`config.mk`:
```
export PLATFORM = sky130hd
export DESIGN_NAME = load_store_unit_flat
export DESIGN_NICKNAME = d
export VERILOG_FILES = /design/src/rtl/lsu_pkg.sv /design/src/rtl/lsu_if.sv /design/src/rtl/lsu_byte_lane.sv /design/src/rtl/load_store_unit.sv /design/src/flat_wrapper.sv
export SDC_FILE = /design/constraint.sdc
export NUM_CORES = 1
export LEC_CHECK = 0
export ABC_CLOCK_PERIOD_IN_PS = 2300
export BUFFER_PORTS_ARGS = -buffer_cell sky130_fd_sc_hd__buf_2
export CORE_ASPECT_RATIO = 0.5
export CORE_MARGIN = 8
export CORE_UTILIZATION = 41
export CTS_BUF_LIST = sky130_fd_sc_hd__clkbuf_16
export DETAILED_ROUTE_END_ITERATION = 10
export HOLD_SLACK_MARGIN = 0.15
export PLACE_DENSITY = 0.66
export SYNTH_ARGS = -nofsm -noshare
export SYNTH_HDL_FRONTEND = slang
export SYNTH_SLANG_ARGS = --single-unit
```
`constraint.sdc`:
```
create_clock -name clk -period 2.3 [get_ports clk]
set_input_delay 0.115 -clock clk [delete_from_list [all_inputs] [get_ports clk]]
set_output_delay 0.115 -clock clk [all_outputs]
set_load 0.03 [all_outputs]
```
`src/rtl/lsu_pkg.sv`:
```
// Shared types and constants for the load/store unit: op encoding, FSM states,
// error causes and the request legality check.
package lsu_pkg;

    localparam int OP_W = 3;

    typedef enum logic [2:0] {
        OP_LW  = 3'd0,
        OP_SW  = 3'd1,
        OP_LB  = 3'd2,
        OP_LBU = 3'd3,
        OP_SB  = 3'd4
    } lsu_op_e;

    typedef enum logic [1:0] {
        ST_IDLE,
        ST_READ,
        ST_WRITE,
        ST_RESP
    } lsu_state_e;

    localparam logic [1:0] ERR_NONE       = 2'd0;
    localparam logic [1:0] ERR_ILLEGAL_OP = 2'd1;
    localparam logic [1:0] ERR_MISALIGNED = 2'd2;
    localparam logic [1:0] ERR_RANGE      = 2'd3;

    function automatic logic [1:0] err_cause(input logic [2:0]  op,
                                             input logic [15:0] ea,
                                             input logic [15:0] words);
        if (op > 3'd4)
            return ERR_ILLEGAL_OP;
        if ((op == OP_LW || op == OP_SW) && ea[0])
            return ERR_MISALIGNED;
        if ({1'b0, ea[15:1]} >= words)
            return ERR_RANGE;
        return ERR_NONE;
    endfunction

endpackage

```
`src/rtl/lsu_if.sv`:
```
// Request/response handshake between the pipeline (master) and the LSU (slave).
interface lsu_if;
    import lsu_pkg::*;

    logic            req_valid;
    logic            req_ready;
    logic [OP_W-1:0] req_op;
    logic [15:0]     req_base;
    logic [15:0]     req_offset;
    logic [15:0]     req_wdata;
    logic            rsp_valid;
    logic            rsp_ready;
    logic [15:0]     rsp_rdata;
    logic            rsp_err;

    modport master (
        output req_valid, req_op, req_base, req_offset, req_wdata, rsp_ready,
        input  req_ready, rsp_valid, rsp_rdata, rsp_err
    );

    modport slave (
        input  req_valid, req_op, req_base, req_offset, req_wdata, rsp_ready,
        output req_ready, rsp_valid, rsp_rdata, rsp_err
    );
endinterface

```
`src/rtl/lsu_byte_lane.sv`:
```
// Byte extraction (sign/zero extend) and byte merge for one 16-bit word.
module lsu_byte_lane (
    input  logic [15:0] word,
    input  logic        lane,
    input  logic [7:0]  byte_in,
    input  logic        sign_ext,
    output logic [15:0] extracted,
    output logic [15:0] merged
);
    logic [7:0] sel;

    assign sel       = lane ? word[15:8] : word[7:0];
    assign extracted = sign_ext ? {{8{sel[7]}}, sel} : {8'h00, sel};
    assign merged    = lane ? {byte_in, word[7:0]} : {word[15:8], byte_in};
endmodule

```
`src/rtl/load_store_unit.sv`:
```
// Single-outstanding load/store unit for a 16-bit word memory with byte access.
// state   | meaning
// IDLE    | ready for a request; operands captured on acceptance
// READ    | one-cycle memory read (loads, and SB before its merge)
// WRITE   | one-cycle memory write (SW data or SB merged word)
// RESP    | response held until rsp_ready
module load_store_unit
    import lsu_pkg::*;
#(
    parameter int MEM_WORDS = 8
) (
    input  logic        clk,
    input  logic        rst_n,
    lsu_if.slave        bus,
    output logic        mem_wr_en,
    output logic [15:0] mem_wr_Addr,
    output logic [15:0] mem_wr_data,
    output logic        mem_read_en,
    output logic [15:0] mem_rd_Addr,
    input  logic [15:0] mem_rd_data
);
    localparam logic [15:0] WORDS_LIM = 16'(MEM_WORDS);

    lsu_state_e  state_q, state_d;
    logic [2:0]  op_q;
    logic [15:0] ea_q, wdata_q, merged_q, rdata_q;
    logic        err_q;
    logic [15:0] ea;
    logic        req_err;
    logic [15:0] lane_ext, lane_merged;

    assign ea      = bus.req_base + bus.req_offset;
    assign req_err = (err_cause(bus.req_op, ea, WORDS_LIM) != ERR_NONE);

    lsu_byte_lane u_lane (
        .word      (mem_rd_data),
        .lane      (ea_q[0]),
        .byte_in   (wdata_q[7:0]),
        .sign_ext  (op_q == OP_LB),
        .extracted (lane_ext),
        .merged    (lane_merged)
    );

    always_ff @(posedge clk or negedge rst_n) begin
        if (!rst_n)
            state_q <= ST_IDLE;
        else
            state_q <= state_d;
    end

    // req_ready is gated by rst_n so it reads low for the whole reset window.
    always_comb begin
        state_d       = state_q;
        bus.req_ready = 1'b0;
        bus.rsp_valid = 1'b0;
        bus.rsp_rdata = 16'h0000;
        bus.rsp_err   = 1'b0;
        mem_read_en   = 1'b0;
        mem_rd_Addr   = 16'h0000;
        mem_wr_en     = 1'b0;
        mem_wr_Addr   = 16'h0000;
        mem_wr_data   = 16'h0000;
        case (state_q)
            ST_IDLE: begin
                bus.req_ready = rst_n;
                if (bus.req_valid && rst_n) begin
                    if (req_err)
                        state_d = ST_RESP;
                    else if (bus.req_op == OP_SW)
                        state_d = ST_WRITE;
                    else
                        state_d = ST_READ;
                end
            end
            ST_READ: begin
                mem_read_en = 1'b1;
                mem_rd_Addr = {1'b0, ea_q[15:1]};
                state_d     = (op_q == OP_SB) ? ST_WRITE : ST_RESP;
            end
            ST_WRITE: begin
                mem_wr_en   = 1'b1;
                mem_wr_Addr = {1'b0, ea_q[15:1]};
                mem_wr_data = (op_q == OP_SW) ? wdata_q : merged_q;
                state_d     = ST_RESP;
            end
            ST_RESP: begin
                bus.rsp_valid = 1'b1;
                bus.rsp_rdata = rdata_q;
                bus.rsp_err   = err_q;
                if (bus.rsp_ready)
                    state_d = ST_IDLE;
            end
            default: state_d = ST_IDLE;
        endcase
    end

    // SB keeps the merged word from its READ cycle so WRITE needs no second read.
    always_ff @(posedge clk or negedge rst_n) begin
        if (!rst_n) begin
            op_q     <= 3'd0;
            ea_q     <= 16'h0000;
            wdata_q  <= 16'h0000;
            merged_q <= 16'h0000;
            rdata_q  <= 16'h0000;
            err_q    <= 1'b0;
        end else begin
            if (state_q == ST_IDLE && bus.req_valid) begin
                op_q    <= bus.req_op;
                ea_q    <= ea;
                wdata_q <= bus.req_wdata;
                err_q   <= req_err;
                rdata_q <= 16'h0000;
            end
            if (state_q == ST_READ) begin
                merged_q <= lane_merged;
                if (op_q != OP_SB)
                    rdata_q <= (op_q == OP_LW) ? mem_rd_data : lane_ext;
            end
        end
    end
endmodule

```
`src/flat_wrapper.sv`:
```
// flat-port wrapper written by rule: the top's interface ports become plain ports
module load_store_unit_flat import lsu_pkg::*;
#(
    parameter int MEM_WORDS = 8
)
  (clk, rst_n, mem_wr_en, mem_wr_Addr, mem_wr_data, mem_read_en, mem_rd_Addr, mem_rd_data, bus_req_valid, bus_req_op, bus_req_base, bus_req_offset, bus_req_wdata, bus_rsp_ready, bus_req_ready, bus_rsp_valid, bus_rsp_rdata, bus_rsp_err);
  lsu_if bus_i ();
  input  logic clk;
  input  logic rst_n;
  output logic mem_wr_en;
  output logic [15:0] mem_wr_Addr;
  output logic [15:0] mem_wr_data;
  output logic mem_read_en;
  output logic [15:0] mem_rd_Addr;
  input  logic [15:0] mem_rd_data;
  input wire logic [$bits(bus_i.req_valid)-1:0] bus_req_valid;
  input wire logic [$bits(bus_i.req_op)-1:0] bus_req_op;
  input wire logic [$bits(bus_i.req_base)-1:0] bus_req_base;
  input wire logic [$bits(bus_i.req_offset)-1:0] bus_req_offset;
  input wire logic [$bits(bus_i.req_wdata)-1:0] bus_req_wdata;
  input wire logic [$bits(bus_i.rsp_ready)-1:0] bus_rsp_ready;
  output wire logic [$bits(bus_i.req_ready)-1:0] bus_req_ready;
  output wire logic [$bits(bus_i.rsp_valid)-1:0] bus_rsp_valid;
  output wire logic [$bits(bus_i.rsp_rdata)-1:0] bus_rsp_rdata;
  output wire logic [$bits(bus_i.rsp_err)-1:0] bus_rsp_err;
  assign bus_i.req_valid = bus_req_valid;
  assign bus_i.req_op = bus_req_op;
  assign bus_i.req_base = bus_req_base;
  assign bus_i.req_offset = bus_req_offset;
  assign bus_i.req_wdata = bus_req_wdata;
  assign bus_i.rsp_ready = bus_rsp_ready;
  assign bus_req_ready = bus_i.req_ready;
  assign bus_rsp_valid = bus_i.rsp_valid;
  assign bus_rsp_rdata = bus_i.rsp_rdata;
  assign bus_rsp_err = bus_i.rsp_err;
  load_store_unit #(.MEM_WORDS(MEM_WORDS)) u_core (.clk(clk), .rst_n(rst_n), .bus(bus_i), .mem_wr_en(mem_wr_en), .mem_wr_Addr(mem_wr_Addr), .mem_wr_data(mem_wr_data), .mem_read_en(mem_read_en), .mem_rd_Addr(mem_rd_Addr), .mem_rd_data(mem_rd_data));
endmodule
```
==> results.json <==
{
  "synth_largest_area_cell": "dfrtp_1",
  "power_w": 0.00763,
  "syn2layout_area_growth_pct": 38.3,
  "clkTransAtPathRegs_ns": 0.06,
  "worst_clock_skew_ns": 0.00695,
  "path_max_fanout": 8,
  "setup.worst_path.end": "u_core.rdata_q[3]",
  "fin_nets": 783,
  "postLayoutSetupSlackWorst_ns": 0.122,
  "grt_first_pass_wirelength_um": 21300,
  "detailroute.via_count": 4222,
  "clock.fmax_ghz": 0.459,
  "r2r_setup_slack_ns": 0.12,
  "antenna_found_initial": 1,
  "netlist_instances": 502,
  "dp_slack_ns": -0.0844,
  "numPortBuffers": 137,
  "io_pins": 140,
  "cts_repair_resize_count": 0,
  "result_of_the_run": "completed",
  "drt.antenna.violating_nets": 0,
  "max-vdd-ir-drop_uv": 413,
  "drive_gt1_frac": 0.306,
  "number_of_global_route_vias_before_repair": 4341,
  "yosysSeqAreaShare": 0.390,
  "finalSetupViolations": 0,
  "grt_overflow_total": 0,
  "leakage_nw": 3.13,
  "syn_area_um2": 4490,
  "crit_path_start_kind": "flip-flop",
  "fp.dieArea_um2": 14800,
  "worstMarginPinSlew_ns": 0.664,
  "number_of_maximum_capacitance_violations": 0,
  "cellPowerDensity_nw_per_um2": 1230,
  "critical_path_class": "flip-flop to flip-flop",
  "yosys.area.top_type_share": 0.390,
  "final_non_filler_cell_area_um2": 6210,
  "wire_per_inst_um": 15.2,
  "min-delay-path-class": "primary input to flip-flop",
  "synth_enable_flop_cells": 0,
  "place.detailed.hpwl_um": 9670,
  "timing_hold_violations_final": 0,
  "routed_via_density": 5.01,
  "cp.required_ns": 2.50,
  "yosys_most_used_dff": "dfrtp_1",
  "ys.warnings.count": 0,
  "cts_buffer_depth": 2,
  "place.gp.congestion": 0.787,
  "slew_headroom": 0.557,
  "post_synthesis_sequential_element_count": 70,
  "r2r_end": "u_core.rdata_q[3]",
  "syn_area_per_cell_um2": 8.95,
  "crit_path_end_kind": "flip-flop",
  "final_count_of_pins_violating_max_slew": 0,
  "cts_tree": "yes",
  "drt_drc_violations_left": 0,
  "die_x_um": 164,
  "floorplan.core_area_um2": 10800,
  "die_height_um": 90.0,
  "starting_density_of_the_core": 0.414,
  "startpoint": "u_core.op_q[0]",
  "r2r_path_start": "u_core.op_q[0]",
  "fin_crit_sh": 0.947,
  "grt_setup_unrepaired": "false",
  "timing.reg2reg.worst_path_depth": 5,
  "detail_route.first_pass.iterations": 4,
  "numClockSinks": 70,
  "final_critical_path_time_including_i_o_delays_and_setup_ns": 2.18,
  "cts_buffers": 9,
  "detailedRoute.firstIterationViolations": 145,
  "postCtsSetupBuffers": 0,
  "placementRows": 27,
  "dpl-instance-area_um2": 5510,
  "ys_top_cells_by_area": "dfrtp_1 (39%), and2_1 (7.0%), mux2_2 (6.0%), ha_1 (5.6%), mux2i_1 (5.6%)",
  "ys_async_sr_fraction": 1.00,
  "ys_types": 52,
  "grt.total_usage": 0.174,
  "drt_wl_total_um": 12800,
  "cts_htree_levels": 3,
  "cts_root_buf": "clkbuf_16",
  "num-fill-cells": 1016,
  "maximum_number_of_pins_on_one_net_before_global_route_repair": 52,
  "clock_insertion_delay_worst_skew_ns": 0.33,
  "signal_arrival_time_at_the_worst_endpoint_ns": 2.38
}
cells by family after synthesis:
group | Yosys count | synth area share
AO/OA/AOI/OAI | 122 | 0.168
AND/OR/NAND/NOR | 195 | 0.217
other | 1 | 0.000834
multiplexers | 49 | 0.116
buffers and inverters | 36 | 0.0326
XOR/XNOR | 8 | 0.0156
adder cells (fa/ha/maj) | 21 | 0.0601
flip-flops | 70 | 0.390
cell type report:
cell class                 instances  area (um2)  area share
antenna                            1        2.50    0.000403
clock buffer                       9         225      0.0362
tap                              145         181      0.0292
inverter                           5        18.8     0.00302
clock inverter                     7        88.8      0.0143
sequential                        70        1750       0.282
multi-input combinational        397        2600       0.419
timing repair buffer             208        1340       0.216
layout by cell type, fill, tap and decap left out, types with 2 or more instances in the layout:
cell type,synthesis,layout
bufinv_16,0,2
a211oi_1,4,4
dlygate4sd3_1,0,39
o21a_1,4,4
nor2b_1,5,5
a21boi_0,17,17
inv_1,5,5
nor3_1,6,6
o211ai_1,3,3
mux2_2,24,24
conb_1,1,2
nand2b_1,4,4
a31oi_1,3,3
ha_1,20,20
nor2_1,33,33
xnor2_1,3,3
or3_1,3,3
buf_4,2,31
buf_2,3,136
a21oi_1,36,36
a21o_1,5,5
and3_1,3,3
nand2_1,61,60
dfrtp_1,70,70
nand3b_1,2,2
and2_1,50,50
mux2i_1,25,25
xor2_1,5,5
clkbuf_16,0,9
nand3_1,19,19
clkinv_1,0,2
o21ai_0,37,37
buf_12,0,2
nor3b_1,2,2
Yosys cell counts, types with 2 or more instances:
cell / count
a211oi_1: 4
a21boi_0: 17
a21o_1: 5
a21oi_1: 36
a31oi_1: 3
and2_1: 50
and3_1: 3
buf_1: 3
buf_2: 3
buf_4: 2
clkbuf_1: 23
dfrtp_1: 70
ha_1: 20
inv_1: 5
mux2_2: 24
mux2i_1: 25
nand2_1: 61
nand2b_1: 4
nand3_1: 19
nand3b_1: 2
nor2_1: 33
nor2b_1: 5
nor3_1: 6
nor3b_1: 2
o211ai_1: 3
o21a_1: 4
o21ai_0: 37
or3_1: 3
xnor2_1: 3
xor2_1: 5
through the flow:
stage / hold slack [ns] / utilization / instances / TNS, ns
floorplan: -0.181 / - / 503 / 0
global placement: 0.0143 / 0.508 / 786 / -0.0928
detailed placement: 0.0187 / 0.508 / 786 / -0.178
CTS: 0.158 / 0.573 / 841 / 0
global route: 0.178 / 0.573 / 842 / 0
finish: 0.176 / 0.573 / 842 / 0
sequential cells by signal, summed over array words and instances, names as in the netlist:
register	flops
u_core.rdata_q	16
u_core.op_q	3
u_core.err_q	1
u_core.ea_q	16
u_core.merged_q	16
u_core.state_q	2
u_core.wdata_q	16
worst max-delay path: stages (launching register included):
cell and delay [ns]:
dfrtp_1 0.43, nor3_1 0.25, nand2b_1 0.47, mux2i_1 0.25, dlygate4sd3_1 0.57, o21ai_0 0.07
layer usage:
metal,share of wire,vias to the layer above,track usage
met1,0.46,1979,0.222
met4,0.016,0,0.0489
met5,0,-,0
met2,0.48,90,0.297
met3,0.043,18,0.0323
li1,-,2135,-
power breakdown:
group	leakage [nW]	switching (W)	internal, W
Clock	0.150	0.000519	0.000941
Sequential	0.846	0.000439	0.00181
Combinational	2.13	0.00237	0.00155
worst min path at each step:
stage                          from                 to  slack, ns  cells after the start
floorplan                     rst_n     u_core.ea_q[0]      -0.18                      0
global placement              rst_n     u_core.ea_q[4]       0.01                      1
detailed placement            rst_n     u_core.ea_q[5]       0.02                      1
CTS                 mem_rd_data[15]  u_core.rdata_q[7]       0.16                      3
global route        mem_rd_data[15]  u_core.rdata_q[7]       0.18                      3
finish              mem_rd_data[15]  u_core.rdata_q[7]       0.18                      3
repair_timing:
item                                    in CTS  in global routing
hold buffers                                39                  0
endpoints found under the setup margin       0                  0
hold endpoints to repair                    65                  0
(Power assumes the default switching activity.)
